`src/rtl/ff_input_pkg.sv`:
```
// ff_input_pkg
// Shared definitions for the board-level input conditioning path.
//   state_t            : debounce FSM state encoding
//   DEF_SYNC_STAGES    : default synchronizer depth
//   DEF_STABLE_CYCLES  : default number of equal samples needed to accept a level
package ff_input_pkg;

  typedef enum logic [1:0] {
    ST_STABLE_LO = 2'd0,
    ST_WAIT_HI   = 2'd1,
    ST_STABLE_HI = 2'd2,
    ST_WAIT_LO   = 2'd3
  } state_t;

  localparam int DEF_SYNC_STAGES   = 2;
  localparam int DEF_STABLE_CYCLES = 16;

endpackage

```
`src/rtl/sync_chain.sv`:
```
// sync_chain
// Parameterized flop chain bringing an asynchronous input into the clk domain.
// Ports:
//   clk   : clock
//   reset : synchronous, active-high; clears every stage
//   d     : asynchronous input
//   q     : synchronized output (last stage)
module sync_chain #(
  parameter int STAGES = 2
) (
  input  logic clk,
  input  logic reset,
  input  logic d,
  output logic q
);

  logic [STAGES-1:0] stage_reg;

  // Bit 0 is the metastability-catching flop; data shifts towards the MSB.
  always_ff @(posedge clk) begin
    if (reset) begin
      stage_reg <= '0;
    end else begin
      stage_reg <= {stage_reg[STAGES-2:0], d};
    end
  end

  assign q = stage_reg[STAGES-1];

endmodule

```
`src/rtl/debounce_pulse.sv`:
```
// debounce_pulse
// Debounces a raw mechanical input and produces a clean level plus
// single-cycle rise/fall pulses for the downstream flip-flop stage.
// Ports:
//   clk        : clock
//   reset      : synchronous, active-high
//   btn_in     : raw asynchronous input (may bounce)
//   enable     : 0 freezes acceptance and aborts any count in progress
//   level      : debounced level (registered)
//   rise_pulse : one cycle high on level 0->1 (registered)
//   fall_pulse : one cycle high on level 1->0 (registered)
//   busy       : high while a candidate transition is being counted
module debounce_pulse
  import ff_input_pkg::*;
#(
  parameter int SYNC_STAGES   = DEF_SYNC_STAGES,
  parameter int STABLE_CYCLES = DEF_STABLE_CYCLES
) (
  input  logic clk,
  input  logic reset,
  input  logic btn_in,
  input  logic enable,
  output logic level,
  output logic rise_pulse,
  output logic fall_pulse,
  output logic busy
);

  localparam int CNT_W = $clog2(STABLE_CYCLES + 1);
  localparam logic [CNT_W-1:0] CNT_ONE  = CNT_W'(1);
  localparam logic [CNT_W-1:0] CNT_LAST = CNT_W'(STABLE_CYCLES - 1);

  logic             s;
  state_t           state_reg;
  logic [CNT_W-1:0] cnt_reg;
  logic             level_reg;
  logic             rise_pulse_reg;
  logic             fall_pulse_reg;
  logic             busy_reg;

  sync_chain #(
    .STAGES(SYNC_STAGES)
  ) u_sync (
    .clk  (clk),
    .reset(reset),
    .d    (btn_in),
    .q    (s)
  );

  // cnt_reg holds the number of consecutive candidate samples already seen,
  // so acceptance happens on the sample that makes the run STABLE_CYCLES long.
  always_ff @(posedge clk) begin
    if (reset) begin
      state_reg      <= ST_STABLE_LO;
      cnt_reg        <= '0;
      level_reg      <= 1'b0;
      rise_pulse_reg <= 1'b0;
      fall_pulse_reg <= 1'b0;
      busy_reg       <= 1'b0;
    end else begin
      rise_pulse_reg <= 1'b0;
      fall_pulse_reg <= 1'b0;
      if (!enable) begin
        // Abort any candidate; stable states and level simply hold.
        cnt_reg  <= '0;
        busy_reg <= 1'b0;
        if (state_reg == ST_WAIT_HI) begin
          state_reg <= ST_STABLE_LO;
        end else if (state_reg == ST_WAIT_LO) begin
          state_reg <= ST_STABLE_HI;
        end
      end else begin
        case (state_reg)
          ST_STABLE_LO: begin
            if (s) begin
              state_reg <= ST_WAIT_HI;
              cnt_reg   <= CNT_ONE;
              busy_reg  <= 1'b1;
            end
          end
          ST_WAIT_HI: begin
            if (!s) begin
              state_reg <= ST_STABLE_LO;
              cnt_reg   <= '0;
              busy_reg  <= 1'b0;
            end else if (cnt_reg == CNT_LAST) begin
              state_reg      <= ST_STABLE_HI;
              cnt_reg        <= '0;
              level_reg      <= 1'b1;
              rise_pulse_reg <= 1'b1;
              busy_reg       <= 1'b0;
            end else begin
              cnt_reg <= cnt_reg + CNT_ONE;
            end
          end
          ST_STABLE_HI: begin
            if (!s) begin
              state_reg <= ST_WAIT_LO;
              cnt_reg   <= CNT_ONE;
              busy_reg  <= 1'b1;
            end
          end
          ST_WAIT_LO: begin
            if (s) begin
              state_reg <= ST_STABLE_HI;
              cnt_reg   <= '0;
              busy_reg  <= 1'b0;
            end else if (cnt_reg == CNT_LAST) begin
              state_reg      <= ST_STABLE_LO;
              cnt_reg        <= '0;
              level_reg      <= 1'b0;
              fall_pulse_reg <= 1'b1;
              busy_reg       <= 1'b0;
            end else begin
              cnt_reg <= cnt_reg + CNT_ONE;
            end
          end
          default: begin
            state_reg <= ST_STABLE_LO;
            cnt_reg   <= '0;
            busy_reg  <= 1'b0;
          end
        endcase
      end
    end
  end

  assign level      = level_reg;
  assign rise_pulse = rise_pulse_reg;
  assign fall_pulse = fall_pulse_reg;
  assign busy       = busy_reg;

endmodule
```
`config.mk`:
```
export PLATFORM = sky130hd
export DESIGN_NAME = debounce_pulse
export DESIGN_NICKNAME = d
export VERILOG_FILES = /design/src/rtl/ff_input_pkg.sv /design/src/rtl/sync_chain.sv /design/src/rtl/debounce_pulse.sv
export SDC_FILE = /design/constraint.sdc
export NUM_CORES = 1
export LEC_CHECK = 0
export CAP_MARGIN = 20
export CELL_PAD_IN_SITES_DETAIL_PLACEMENT = 1
export CELL_PAD_IN_SITES_GLOBAL_PLACEMENT = 1
export CORE_MARGIN = 5
export CORE_UTILIZATION = 35
export CTS_CLUSTER_DIAMETER = 100
export DETAILED_ROUTE_END_ITERATION = 8
export GPL_ROUTABILITY_DRIVEN = 0
export PLACE_DENSITY_LB_ADDON = 0.1
export SYNTH_ARGS = -nofsm -noshare
export SYNTH_HDL_FRONTEND = slang
export SYNTH_HIERARCHICAL = 1
export SYNTH_SLANG_ARGS = --single-unit
```
`constraint.sdc`:
```
create_clock -name clk -period 2.1 [get_ports clk]
set_clock_uncertainty 0.1 [all_clocks]
set_input_delay 0.21 -clock clk [delete_from_list [all_inputs] [get_ports clk]]
set_output_delay 0.21 -clock clk [all_outputs]
set_load 0.05 [all_outputs]
```
==> results.py <==
metrics = {
    "run_status": {
        "status": "completed",
    },
    "sta": {
        "whs_ns": 0.344,
        "min_period_ns": 1.73,
        "tns_ns": 0,
        "max_freq_mhz": 578,
        "hold_viol": 0,
        "worst_pin_slew_ns": 0.501,
        "fin_crit_sh": 0.824,
        "relSlewSlack": 0.665,
        "rsz0062_at_grt": "false",
        "slew_violations": 0,
        "finalSetupViolations": 0,
    },
    "synthesis": {
        "ys_types": 26,
        "syn_area_per_cell_sq_um": 9.37,
        "synth_nets": 64,
        "yosys_warnings": 6,
        "yosys_register_bits": 13,
        "syn_inst": 59,
        "yosys-top-cells-area": "dfxtp_1 (47%), a21oi_1 (4.5%), nor2_1 (4.1%)",
        "ys_seq_area_frac": 0.471,
        "syn-cell-area_sq_um": 553,
        "synth_area_leader_cell": "dfxtp_1",
        "synth_top_cell_area_share": 0.471,
    },
    "final_layout": {
        "drive_above_1_share": 0.0746,
        "diodes": 0,
        "area_growth_syn_to_layout_pct": 17.9,
        "final_util": 0.433,
        "final_cell_mix": "dfxtp_1 (13), clkdlybuf4s50_1 (7), nor2_1 (6)",
        "largest_reg_flops": 5,
        "final_common_cell": "dfxtp_1",
        "nets": 73,
    },
    "route": {
        "vias_per_cell": 5.20,
        "drt-met1-wl_um": 527,
        "wl_met3_um": 42,
        "routedWlPerCell_um": 12.9,
        "drt-initial-drc-count": 0,
        "drtPass1Iterations": 1,
        "route.met2.wl_um": 496,
        "vias": 432,
        "ant_nets": 0,
        "routed_wl_um": 1070,
        "highest_layer": "met4",
        "drc": 0,
    },
    "die": {
        "num_rows": 14,
        "io_pins": 8,
        "die_x_um": 49.8,
        "initial_core_util": 0.367,
        "die_h_um": 49.8,
        "core-area_sq_um": 1510,
        "die-area_sq_um": 2480,
    },
    "worst_setup_path": {
        "path_max_fanout": 3,
        "timing.rr.start": "cnt_reg[0]",
        "endpoint_kind": "output port",
        "path_class": "reg2out",
        "crit_arrival_ns": 1.42,
        "worst_setup_path_start_kind": "flip-flop",
        "crit_family": "buffers and inverters",
        "r2r-end": "level",
        "crit_path_top_delay_cell": "clkdlybuf4s50_1",
        "path_buf_inv": 1,
        "reg2reg_depth": 5,
        "path_cells": "clkdlybuf4s50_1",
        "r2r_slack_ns": 0.48,
        "worstPathRequired_ns": 1.79,
        "max_stage_delay_ns": 0.81,
    },
    "worst_hold_path": {
        "hp-start": "u_sync/stage_reg[0]",
        "holdPathStages": 1,
        "min_to": "u_sync/stage_reg[1]",
        "hp-class": "reg2reg",
    },
    "global_route": {
        "first_global_vias": 456,
        "grt_max_degree": 11,
        "gr-total-overflow": 0,
        "grt_pass1_wl_um": 1990,
        "grt_use_total": 0.100,
        "antenna_found_initial": 0,
    },
    "pwr": {
        "ir_drop_v": 0.000258,
        "p_total_uw": 422,
        "leakagePower_nw": 0.226,
        "powerDensity_nw_per_um2": 648,
    },
    "job": {
        "cap_violations": 0,
    },
    "clock_network": {
        "htreeDepth": 1,
        "cts-resized-gates": 0,
        "cts_setup_buffers": 0,
        "cts_tree": "built",
        "path_clk_slew_ns": 0.07,
        "insertion_delay_ns": 0.26,
        "cts.sinks": 13,
        "clock_tree.root_cell": "clkbuf_4",
        "numCtsBuffers": 3,
        "cts_hold_buf": 0,
        "cts_max_path_buffers": 2,
    },
    "placement": {
        "numPortBuffers": 7,
        "dp.final_hpwl_um": 790,
    },
}
## layer usage
metal | up-vias | track usage
li1 | 224 | -
met1 | 201 | 0.133
met5 | - | 0
met3 | 2 | 0.0271
met2 | 5 | 0.153
met4 | 0 | 0.0393
## layout make-up
cell class | count | area, sq um
fillers | 186 | 855
multi-input cells | 43 | 275
flip-flops and latches | 13 | 260
repair buffers | 7 | 70.1
clock buffers | 4 | 26.3
well taps | 16 | 20.0
## per-stage QoR
step,setup slack [ns],std cells,cell area [sq um]
6_report,0.370,83,652
5_1_grt,0.308,83,652
4_1_cts,0.350,83,652
3_5_place_dp,0.514,79,626
3_3_place_gp,0.532,79,626
2_1_floorplan,0.639,59,553
## kinds of logic (layout without fill, tap and decap cells)
kind of cell             count (synthesis)  in the layout  synth area share
buffers and inverters                    3             11            0.0317
AND/OR/NAND/NOR                         27             27             0.299
XOR/XNOR                                 2              2            0.0317
flip-flops                              13             13             0.471
adder cells (fa/ha/maj)                  1              1            0.0226
multiplexers                             1              1            0.0181
AO/OA/AOI/OAI                           12             12             0.127
## how the worst max path moves through the flow
stage               slack [ns]        from     to  depth (start not counted)
finish                    0.37       level  level                          1
global route              0.31       level  level                          1
CTS                       0.35       level  level                          1
detailed placement        0.51  cnt_reg[0]  level                          5
global placement          0.53  cnt_reg[0]  level                          5
floorplan                 0.64  cnt_reg[0]  level                          6
## power breakdown
part / switching [mW] / internal (mW) / leakage, nW / total, mW
combinational: 0.0109 / 0.0101 / 0.106 / 0.0210
clock: 0.0754 / 0.0733 / 0.0150 / 0.149
sequential: 0.00324 / 0.249 / 0.105 / 0.252
total: 0.0896 / 0.333 / 0.226 / 0.422
## cell usage after synthesis
cell type,count
nor3_1,1
nor3b_1,3
a41oi_1,1
nand4b_1,2
xor2_1,1
nand2b_1,1
a21oi_1,5
nor2b_1,2
o21ai_0,3
and4b_1,1
mux2i_1,1
buf_2,2
dfxtp_1,13
o21a_1,1
and2_4,1
nor3b_2,1
nand2_1,3
a31oi_1,1
nand3b_1,2
ha_1,1
nand3_1,3
a211oi_1,1
buf_4,1
xnor2_1,1
nor2_1,6
or2_0,1
(Power assumes the default switching activity.)
